===== config.mk =====
export PLATFORM = sky130hd
export DESIGN_NAME = fp_sqrt_sequencer_flat
export DESIGN_NICKNAME = d
export VERILOG_FILES = /design/src/rtl/fp_sqrt_sequencer_if.sv /design/src/rtl/fp_sqrt_sequencer.sv /design/src/flat_wrapper.sv
export SDC_FILE = /design/constraint.sdc
export NUM_CORES = 1
export LEC_CHECK = 0
export ABC_CLOCK_PERIOD_IN_PS = 2180
export BUFFER_PORTS_ARGS = -buffer_cell sky130_fd_sc_hd__buf_2
export CORE_ASPECT_RATIO = 0.7
export CORE_MARGIN = 1
export CORE_UTILIZATION = 38
export CTS_BUF_LIST = sky130_fd_sc_hd__clkbuf_4 sky130_fd_sc_hd__clkbuf_8 sky130_fd_sc_hd__clkbuf_16
export CTS_CLUSTER_DIAMETER = 200
export DETAILED_ROUTE_END_ITERATION = 7
export PLACE_DENSITY_LB_ADDON = 0.3
export SYNTH_ARGS = -nofsm -noshare
export SYNTH_HDL_FRONTEND = slang
export SYNTH_SLANG_ARGS = --single-unit

===== constraint.sdc =====
create_clock -name Clk -period 2.18 [get_ports Clk]
set_input_delay 0.109 -clock Clk [delete_from_list [all_inputs] [get_ports Clk]]
set_output_delay 0.109 -clock Clk [all_outputs]
set_load 0.05 [all_outputs]

===== src/rtl/fp_sqrt_sequencer_if.sv =====
// Control/status bundle between a square-root requester and fp_sqrt_sequencer.
interface fp_sqrt_sequencer_if #(
   parameter int unsigned CW_WIDTH = 14
);
   logic                start_i;
   logic                special_i;
   logic                abort_i;
   logic                converged_i;
   logic [CW_WIDTH-1:0] ctrl_o;
   logic                busy_o;
   logic                done_o;
   logic [3:0]          iter_o;

   // Requester side: issues operations, observes control word and status.
   modport master (
      output start_i, special_i, abort_i, converged_i,
      input  ctrl_o, busy_o, done_o, iter_o
   );

   // Sequencer side.
   modport slave (
      input  start_i, special_i, abort_i, converged_i,
      output ctrl_o, busy_o, done_o, iter_o
   );
endinterface


===== src/rtl/fp_sqrt_sequencer.sv =====
// Newton-iteration sequencer for a floating-point square-root datapath.
// Walks LOAD/INIT, then ITERATIONS passes of P0..P3 (last pass skips P3),
// then OUT/DONE. Special operands short-cut LOAD -> OUT.
// Optional feature macro: SQRT_EARLY_EXIT_EN (exit from P3 on converged_i).
module fp_sqrt_sequencer #(
   parameter int unsigned ITERATIONS = 12,
   parameter int unsigned CW_WIDTH   = 14
) (
   input logic                 Clk,
   input logic                 Reset,
   fp_sqrt_sequencer_if.slave  bus
);

   localparam int unsigned CNT_W     = 4;
   localparam logic [CNT_W-1:0] LAST_ITER = CNT_W'(ITERATIONS - 1);

   typedef enum logic [3:0] {
      S_IDLE = 4'd0,
      S_LOAD = 4'd1,
      S_INIT = 4'd2,
      S_P0   = 4'd3,
      S_P1   = 4'd4,
      S_P2   = 4'd5,
      S_P3   = 4'd6,
      S_OUT  = 4'd7,
      S_DONE = 4'd8
   } state_t;

   state_t           state;
   state_t           nxt_state;
   logic [CNT_W-1:0] cnt;
   logic [CNT_W-1:0] nxt_cnt;

   // Datapath control word for each state.
   function automatic logic [13:0] ctrl_of(input state_t s);
      case (s)
         S_LOAD:  return 14'b11001000000000;
         S_INIT:  return 14'b01010001000000;
         S_P0:    return 14'b01011001010100;
         S_P1:    return 14'b01011011010000;
         S_P2:    return 14'b01011011101100;
         S_P3:    return 14'b01010011000000;
         S_OUT:   return 14'b00111011000001;
         default: return 14'b00000000000000;
      endcase
   endfunction

   function automatic logic in_pass(input state_t s);
      return (s == S_P0) || (s == S_P1) || (s == S_P2) || (s == S_P3);
   endfunction

`ifndef SQRT_EARLY_EXIT_EN
   logic unused_converged;
   assign unused_converged = bus.converged_i;
`endif

   // Next state and iteration counter; abort overrides everything when busy.
   always_comb begin
      nxt_state = S_IDLE;
      nxt_cnt   = cnt;
      case (state)
         S_IDLE: nxt_state = bus.start_i ? S_LOAD : S_IDLE;
         S_LOAD: nxt_state = bus.special_i ? S_OUT : S_INIT;
         S_INIT: begin
            nxt_state = S_P0;
            nxt_cnt   = '0;
         end
         S_P0:   nxt_state = S_P1;
         S_P1:   nxt_state = S_P2;
         S_P2:   nxt_state = (cnt == LAST_ITER) ? S_OUT : S_P3;
         S_P3: begin
`ifdef SQRT_EARLY_EXIT_EN
            if (bus.converged_i) begin
               nxt_state = S_OUT;
            end else begin
               nxt_state = S_P0;
               nxt_cnt   = CNT_W'(cnt + CNT_W'(1));
            end
`else
            nxt_state = S_P0;
            nxt_cnt   = CNT_W'(cnt + CNT_W'(1));
`endif
         end
         S_OUT:  nxt_state = S_DONE;
         S_DONE: nxt_state = S_IDLE;
         default: begin
            nxt_state = S_IDLE;
            nxt_cnt   = '0;
         end
      endcase
      if ((state != S_IDLE) && bus.abort_i) begin
         nxt_state = S_IDLE;
         nxt_cnt   = '0;
      end
   end

   // State register; outputs registered from the next state so they track state exactly.
   always_ff @(posedge Clk or posedge Reset) begin
      if (Reset) begin
         state      <= S_IDLE;
         cnt        <= '0;
         bus.ctrl_o <= '0;
         bus.busy_o <= 1'b0;
         bus.done_o <= 1'b0;
         bus.iter_o <= '0;
      end else begin
         state      <= nxt_state;
         cnt        <= nxt_cnt;
         bus.ctrl_o <= CW_WIDTH'(ctrl_of(nxt_state));
         bus.busy_o <= (nxt_state != S_IDLE);
         bus.done_o <= (nxt_state == S_DONE);
         bus.iter_o <= in_pass(nxt_state) ? nxt_cnt : '0;
      end
   end

endmodule

===== src/flat_wrapper.sv =====
// flat-port wrapper written by rule: the top's interface ports become plain ports
module fp_sqrt_sequencer_flat 
#(
   parameter int unsigned ITERATIONS = 12,
   parameter int unsigned CW_WIDTH   = 14
)
  (Clk, Reset, bus_start_i, bus_special_i, bus_abort_i, bus_converged_i, bus_ctrl_o, bus_busy_o, bus_done_o, bus_iter_o);
  fp_sqrt_sequencer_if #(.CW_WIDTH(CW_WIDTH)) bus_i ();
  input logic Clk;
  input logic Reset;
  input wire logic [$bits(bus_i.start_i)-1:0] bus_start_i;
  input wire logic [$bits(bus_i.special_i)-1:0] bus_special_i;
  input wire logic [$bits(bus_i.abort_i)-1:0] bus_abort_i;
  input wire logic [$bits(bus_i.converged_i)-1:0] bus_converged_i;
  output wire logic [$bits(bus_i.ctrl_o)-1:0] bus_ctrl_o;
  output wire logic [$bits(bus_i.busy_o)-1:0] bus_busy_o;
  output wire logic [$bits(bus_i.done_o)-1:0] bus_done_o;
  output wire logic [$bits(bus_i.iter_o)-1:0] bus_iter_o;
  assign bus_i.start_i = bus_start_i;
  assign bus_i.special_i = bus_special_i;
  assign bus_i.abort_i = bus_abort_i;
  assign bus_i.converged_i = bus_converged_i;
  assign bus_ctrl_o = bus_i.ctrl_o;
  assign bus_busy_o = bus_i.busy_o;
  assign bus_done_o = bus_i.done_o;
  assign bus_iter_o = bus_i.iter_o;
  fp_sqrt_sequencer #(.ITERATIONS(ITERATIONS), .CW_WIDTH(CW_WIDTH)) u_core (.Clk(Clk), .Reset(Reset), .bus(bus_i));
endmodule

==> summary.md, run 1 <==
| Metric | Value |
|---|---|
| H-tree level count | 1 |
| Largest net degree at the start of global routing | 24 |
| Maximum clock frequency | around 530 MHz |
| WS Path Type | flip-flop to flip-flop |
| Total track usage | 0.156 |
| Min cycle time layout | 1.87 ns |
| Final Hold Viols | 0 |
| Cts bufs inserted | 3 |
| Number of synthesized register bits | 23 |
| Global-route wire length before repair | about 3600 um |
| Mapped cell area | ~0.0012 mm^2 |
| Post_cts resized | 0 |
| Data required time of the worst path | around 2.4 ns |
| Area occupied by multi-input gates | just under 500 um^2 |
| DIE AREA | 0.00326 mm^2 |
| Layout cells sized above 1 | 0.258 |
| Synth cell types | 40 |
| Clk Tree Root Cell | clkbuf_8 |
| RSZ-0062 raised after global routing | no |
| Diode count | 0 |
| YS warnings | 0 |
| Worst-path clk slew | 0.08 ns |
| Routed Antenna Nets | 0 |
| Initial antenna violation count | 0 |
| CP cell instances | nor4bb_1 -> a221oi_1 -> nor4_2 |
| Clk_lat worst skew | 0.26 ns |
| Register Area | 576 um^2 |
| Via count | around 880 |
| DR WL/cell | approximately 14 um |
| Worst Hold Margin | 0.000946 ns |
| Clk_skew | about 0.0021 ns |
| Worst-margin pin slew | 0.840 ns |
| Synth Flop Type | dfrtp_1 |
| PwrDens | between 1000 and 1500 mW/mm^2 |
| Clock sinks | 23 |
| Nets@finish | roughly 140 |
| Mean Syn Cell Area | around 10 um^2 |
| DIE WIDTH | a little under 70 um |
| Post-synth EDFFs | 0 |
| R2R depth | 3 |
| Setup TNS Final | 0 ns |
| Number of global-route vias before repair | between 800 and 900 |
| Post-DP HPWL | 1590 um |
| CP delay by family, top | simple AND/OR/NAND/NOR gates |
| Routability cong. | 0.779 |
| # Post-CTS Setup Buffers | 0 |
| Critical path's slowest cell | dfrtp_1 |
| First drt pass iteration count | 4 |
| Placeable Area | 0.00284 mm^2 |
| DR DRC count | 0 |
| Ys async rst share | 1.00 |
| Number of fill cells | ~290 |
| Hold-fix buffers, CTS | 0 |
| Startpoint class of the critical path | flip-flop |
| Num rows | 16 |
| Final cell count without fillers | between 150 and 200 |
| Pleak | 0.622 nW |
| Most frequent cells in the layout | dfrtp_1, buf_2, nor2_1 |
| Starting Density | 0.405 |
| IO Port Bufs | 22 |
| Rel. slew slack | 0.439 |
| Tcrit/Tclk final | 0.858 |
| Chip height | 48.1 um |
| Vias/cell | 5.34 |
| MaxCap Viol Count | 0 |
| Worst Path Buf+Inv | 0 |
| CTS max path bufs | 2 |
| CP peak stage delay | about 0.7 ns |
| Critical path arrival | 2.04 ns |
| Routed wire length | 2260 um |
| Initial DRC Count | 48 |
| Setup crit end kind | flip-flop |
| Most common cell after layout, fill and taps aside | dfrtp_1 |
| Sequential area share after synthesis | 0.499 |
| Endpoints failing setup | 0 |
| Mapped Cells | around 110 |
| Crit path from | u_core.state[1] |
| Layout Area Growth over Synthesis | 11.7% |
| Worst flop-to-flop path startpoint | u_core.state[1] |
| Status | finished clean |
| Maximum vdd drop | 469 uV |
| Ports | 26 |
| Total gr overflow | 0 |
| Hold Crit Class | input port to asynchronous set/reset pin |
| CP Max Fanout | 20 |
| Worst R2R Setup Slack | 0.31 ns |
| Slew Limit Fails | 0 |
| Dpl cells | 160 |
| CTS tree | done |
| R2R Path End | u_core.bus.iter_o[1] |
[registers in the layout (all words and copies together) (netlist names)]
name / cells
u_core.cnt: 4
u_core.bus.busy_o: 1
u_core.bus.ctrl_o: 9
u_core.bus.done_o: 1
u_core.state: 4
u_core.bus.iter_o: 4
[synthesized netlist by cell type (all sizes together) (2+ instances only)]
master	n	area, um^2
o21ai	2	10.0
nor2b	5	31.3
nor4	3	25.0
or2	2	12.5
nand3	3	15.0
nor4bb	3	30.0
a211oi	5	37.5
dfrtp	23	576
inv	5	18.8
o21a	3	22.5
nor2	7	26.3
o211ai	6	45.0
a21oi	5	25.0
clkbuf	3	11.3
nand2	6	22.5
and2	2	15.0
nand3b	2	15.0
buf	9	66.3
[area by class of cell]
| class | count | share of cell area |
|---|---|---|
| clock inverters | 1 | 0.00389 |
| well taps | 36 | 0.0350 |
| flip-flops and latches | 23 | 0.447 |
| repair buffers | 23 | 0.0914 |
| multi-input cells | 73 | 0.376 |
| inverters | 5 | 0.0146 |
| clock buffers | 3 | 0.0321 |
[through the flow]
stage	setup WS, ns	util	total power, mW	instance area (um^2)
finish	0.309	0.453	1.77	1290
global route	0.180	0.453	1.87	1290
CTS	0.359	0.453	1.78	1290
detailed placement	0.359	0.437	1.51	1240
global placement	0.448	0.437	1.50	1240
floorplan	0.675	-	1.38	1160
[power breakdown]
part | internal [mW] | leakage, nW | switching, mW | total, mW
logic | 0.265 | 0.290 | 0.565 | 0.831
registers | 0.531 | 0.307 | 0.142 | 0.673
clock network | 0.128 | 0.0255 | 0.139 | 0.266
total | 0.924 | 0.622 | 0.847 | 1.77
[metal layers]
metal | vias to the layer above | global-route usage | share of wire
li1 | 429 | - | -
met1 | 411 | 0.192 | 0.48
met2 | 36 | 0.261 | 0.44
met3 | 0 | 0.0571 | 0.074
met4 | 0 | 0.0458 | 0
met5 | - | 0 | 0
[worst register-to-register path, cell delays in order (launching register included)]
cell	delay (ns)
dfrtp_1	0.71
nor4bb_1	0.58
a221oi_1	0.23
nor4_2	0.27
[worst max path at each step]
stage,endpoint,slack (ns),cells past startpoint
floorplan,u_core.bus.iter_o[1],0.67,4
CTS,u_core.bus.iter_o[1],0.36,3
finish,u_core.bus.iter_o[1],0.31,3
global route,u_core.bus.iter_o[1],0.18,3
detailed placement,u_core.bus.iter_o[1],0.36,3
global placement,u_core.bus.iter_o[1],0.45,3
[kinds of logic after synthesis]
group,after synthesis,share of synthesized area
and+or+nand+nor,41,0.222
xor gates and xnor gates,1,0.00760
adders and majority gates,1,0.0109
other,1,0.00325
buffers and inverters,17,0.0836
AOI/OAI and AO/OA,28,0.174
DFF,23,0.499
Note: power is estimated with default switching activity, not from simulation.
==> run 2: changes to the inputs <==
- ABC_AREA: default -> 1
- CORE_UTILIZATION: 38 -> 50
==> summary.md, run 2 <==
| Metric | Value |
|---|---|
| Startpoint class of the critical path | flip-flop |
| Routed Antenna Nets | 0 (unchanged) |
| Placeable Area | 0.00214 mm^2 (-25%) |
| Routed wire length | 1960 um (-13%) |
| PwrDens | 1510 mW/mm^2 (+9.5%) |
| DR WL/cell | 11.0 um (-20%) |
| Worst-margin pin slew | 0.825 ns (-0.0147 ns) |
| Maximum clock frequency | 611 MHz (+14%) |
| Critical path arrival | 1.88 ns (-0.16 ns) |
| Number of synthesized register bits | 23 (unchanged) |
| Endpoints failing setup | 0 (unchanged) |
| Setup crit end kind | flip-flop |
| Post-synthesis compound-gate area fraction | 0.0630 (-0.111) |
| Most frequent cell after synthesis | dfrtp_1 |
| Data required time of the worst path | 2.43 ns (+0.08 ns) |
| Post-Synth Adder-Cell Area | 0.0110 (+0.000192) |
| Post_cts resized | 0 (unchanged) |
| Cts bufs inserted | 3 (unchanged) |
| Initial antenna violation count | 0 (unchanged) |
| Mean Syn Cell Area | 9.21 um^2 (-11%) |
| Largest net degree at the start of global routing | 24 (unchanged) |
| Clk Tree Root Cell | clkbuf_4 |
| Hold Path Depth | 3 |
| CP Max Fanout | 5 (-75%) |
| Num rows | 14 (-2) |
| # Post-CTS Setup Buffers | 0 (unchanged) |
| Top cells by area, synth | dfrtp_1, inv_1, nand2_1 |
| First drt pass iteration count | 5 (+1) |
| Global-route wire length before repair | 3420 um (-5.7%) |
| Ports | 26 (unchanged) |
| Clk_lat worst skew | 0.31 ns (+0.05 ns) |
| Ys async rst share | 1.00 (unchanged) |
| YS warnings | 0 (unchanged) |
| Post-synth EDFFs | 0 (unchanged) |
| Clock sinks | 23 (unchanged) |
| Status | finished clean |
| Setup TNS Final | 0 ns (unchanged) |
| Total track usage | 0.190 (+0.0342) |
| Largest Register | u_core.bus.ctrl_o |
| Post-DP HPWL | 1510 um (-5.5%) |
| Synth top area share | 0.508 (+0.00883) |
| DR DRC count | 0 (unchanged) |
| Most common cell after layout, fill and taps aside | dfrtp_1 |
| Maximum vdd drop | 821 uV (+75%) |
| Chip height | 41.8 um (-13%) |
| Slew Limit Fails | 0 (unchanged) |
| Min cycle time layout | 1.64 ns (-0.235 ns) |
| IO Port Bufs | 22 (unchanged) |
| Clk_skew | 0.00236 ns (+0.000240 ns) |
| CTS max path bufs | 2 (unchanged) |
| R2R depth | 10 (+7) |
| Via count | 822 (-6.2%) |
| DIE AREA | 0.00246 mm^2 (-24%) |
| Number of global-route vias before repair | 757 (-6.9%) |
| Final Hold Viols | 0 (unchanged) |
| WS Path Type | flip-flop to flip-flop |
| Synth Flop Type | dfrtp_1 |
| Hold Crit Class | input port to flip-flop |
| Diode count | 0 (unchanged) |
| Largest register FFs | 9 (unchanged) |
| Synth cell types | 23 (-43%) |
| CTS tree | done |
| Largest family of logic cells by synthesized area | simple AND/OR/NAND/NOR gates |
| Fraction of the mapped netlist area in simple logic gates | 0.305 (+0.0835) |
| Mapped Cells | 123 (+9.8%) |
| Nets@finish | 154 (+13%) |
| Xor and xnor area share after synthesis | 0 (-0.00760) |
| Layout Area Growth over Synthesis | 14.0% |
| Worst-path clk slew | 0.11 ns (+0.03 ns) |
| Vias/cell | 4.62 (-14%) |
| Area leader, netlist | dfrtp_1 |
| DIE WIDTH | 58.9 um (-13%) |
| Sequential area share after synthesis | 0.508 (+0.00883) |
| Number of fill cells | 211 (-27%) |
| Worst Hold Margin | 0.110 ns (+0.109 ns) |
| MaxCap Viol Count | 0 (unchanged) |
| Top post-synthesis cells by count | dfrtp_1, inv_1, nand2_1, nor2_1, o21ai_0 |
| Initial DRC Count | 29 (-40%) |
| Mux cell area share after synthesis | 0 (unchanged) |
| Most frequent cells in the layout | dfrtp_1, buf_2, inv_1 |
| Tcrit/Tclk final | 0.751 (-0.108) |
| Pleak | 0.712 nW (+14%) |
| H-tree level count | 1 (unchanged) |
| Mapped cell area | 0.00113 mm^2 (-1.7%) |
| RSZ-0062 raised after global routing | no |
| Layout cells sized above 1 | 0.315 (+0.0573) |
| Starting Density | 0.530 (+0.124) |
| Total gr overflow | 0 (unchanged) |
| Routability cong. | 0.789 (+1.3%) |
| Rel. slew slack | 0.449 (+0.00981) |
## run 2: cell types whose count changed after synthesis, sizes merged, moves of 6 or more
cell | before | now
o211ai | 6 | 0
o21ai | 2 | 8
nand2 | 6 | 21
inv | 5 | 21
nor2 | 7 | 20
## run 2: final cells by class
class                      instances  area, um^2  share of cell area
tap                               32        40.0              0.0310
inverter                          21        78.8              0.0610
sequential                        23         576               0.446
multi-input combinational         74         437               0.338
clock buffer                       4        30.0              0.0233
timing repair buffer              24         130               0.101
## run 2: final timing paths
kind                                    start                    end  slack [ns]
worst max register to register  u_core.cnt[0]   u_core.bus.iter_o[0]        0.54
worst min-delay path              bus_start_i  u_core.bus.ctrl_o[13]        0.11
worst max-delay path            u_core.cnt[0]   u_core.bus.iter_o[0]        0.54
min in group asynchronous               Reset   u_core.bus.iter_o[0]        0.49
max in group asynchronous               Reset   u_core.bus.ctrl_o[2]        1.18
worst min register to register  u_core.cnt[2]          u_core.cnt[2]        0.59
## run 2: per-stage QoR
stage	instance area, um^2	total power [mW]	setup slack, ns	std cells	util
2_1_floorplan	1140	1.58	0.737	124	-
3_3_place_gp	1240	1.73	0.602	172	0.581
3_5_place_dp	1240	1.75	0.539	172	0.581
4_1_cts	1290	1.96	0.523	178	0.604
5_1_grt	1290	2.08	0.372	178	0.604
6_report	1290	1.94	0.544	178	0.604
## run 2: report_power, final
group | switching [mW] | internal [mW] | total [mW]
Clock | 0.118 | 0.0839 | 0.202
Combinational | 0.824 | 0.311 | 1.13
Sequential | 0.0698 | 0.539 | 0.608
Total | 1.01 | 0.933 | 1.94
## run 2: cell families after synthesis
kind of cell	after synthesis
flops	23
fa+ha+maj	1
other cells	1
simple gates	60
buf+inv	27
compound gates	11
## run 2: layer usage
| metal | track usage | share of wire | vias to the layer above |
|---|---|---|---|
| li1 | - | - | 423 |
| met1 | 0.251 | 0.47 | 364 |
| met2 | 0.284 | 0.46 | 30 |
| met3 | 0.0654 | 0.059 | 5 |
| met4 | 0.0810 | 0.012 | 0 |
| met5 | 0 | 0 | - |
## run 2: what timing repair did
item / CTS / global route
endpoints found under the hold margin: 25 / 0
hold buffers: 2 / 0
endpoints found under the setup margin: 0 / 0
## run 2: critical path: stages, from the launching register on
cell and delay [ns]:
dfrtp_1 0.43, ha_1 0.22, nand2_1 0.10, nor2_1 0.05
nand2_1 0.10, nand2_1 0.09, nor2_4 0.18, nand4_1 0.17
nand2_4 0.11, nor2_4 0.05, nor2_1 0.08
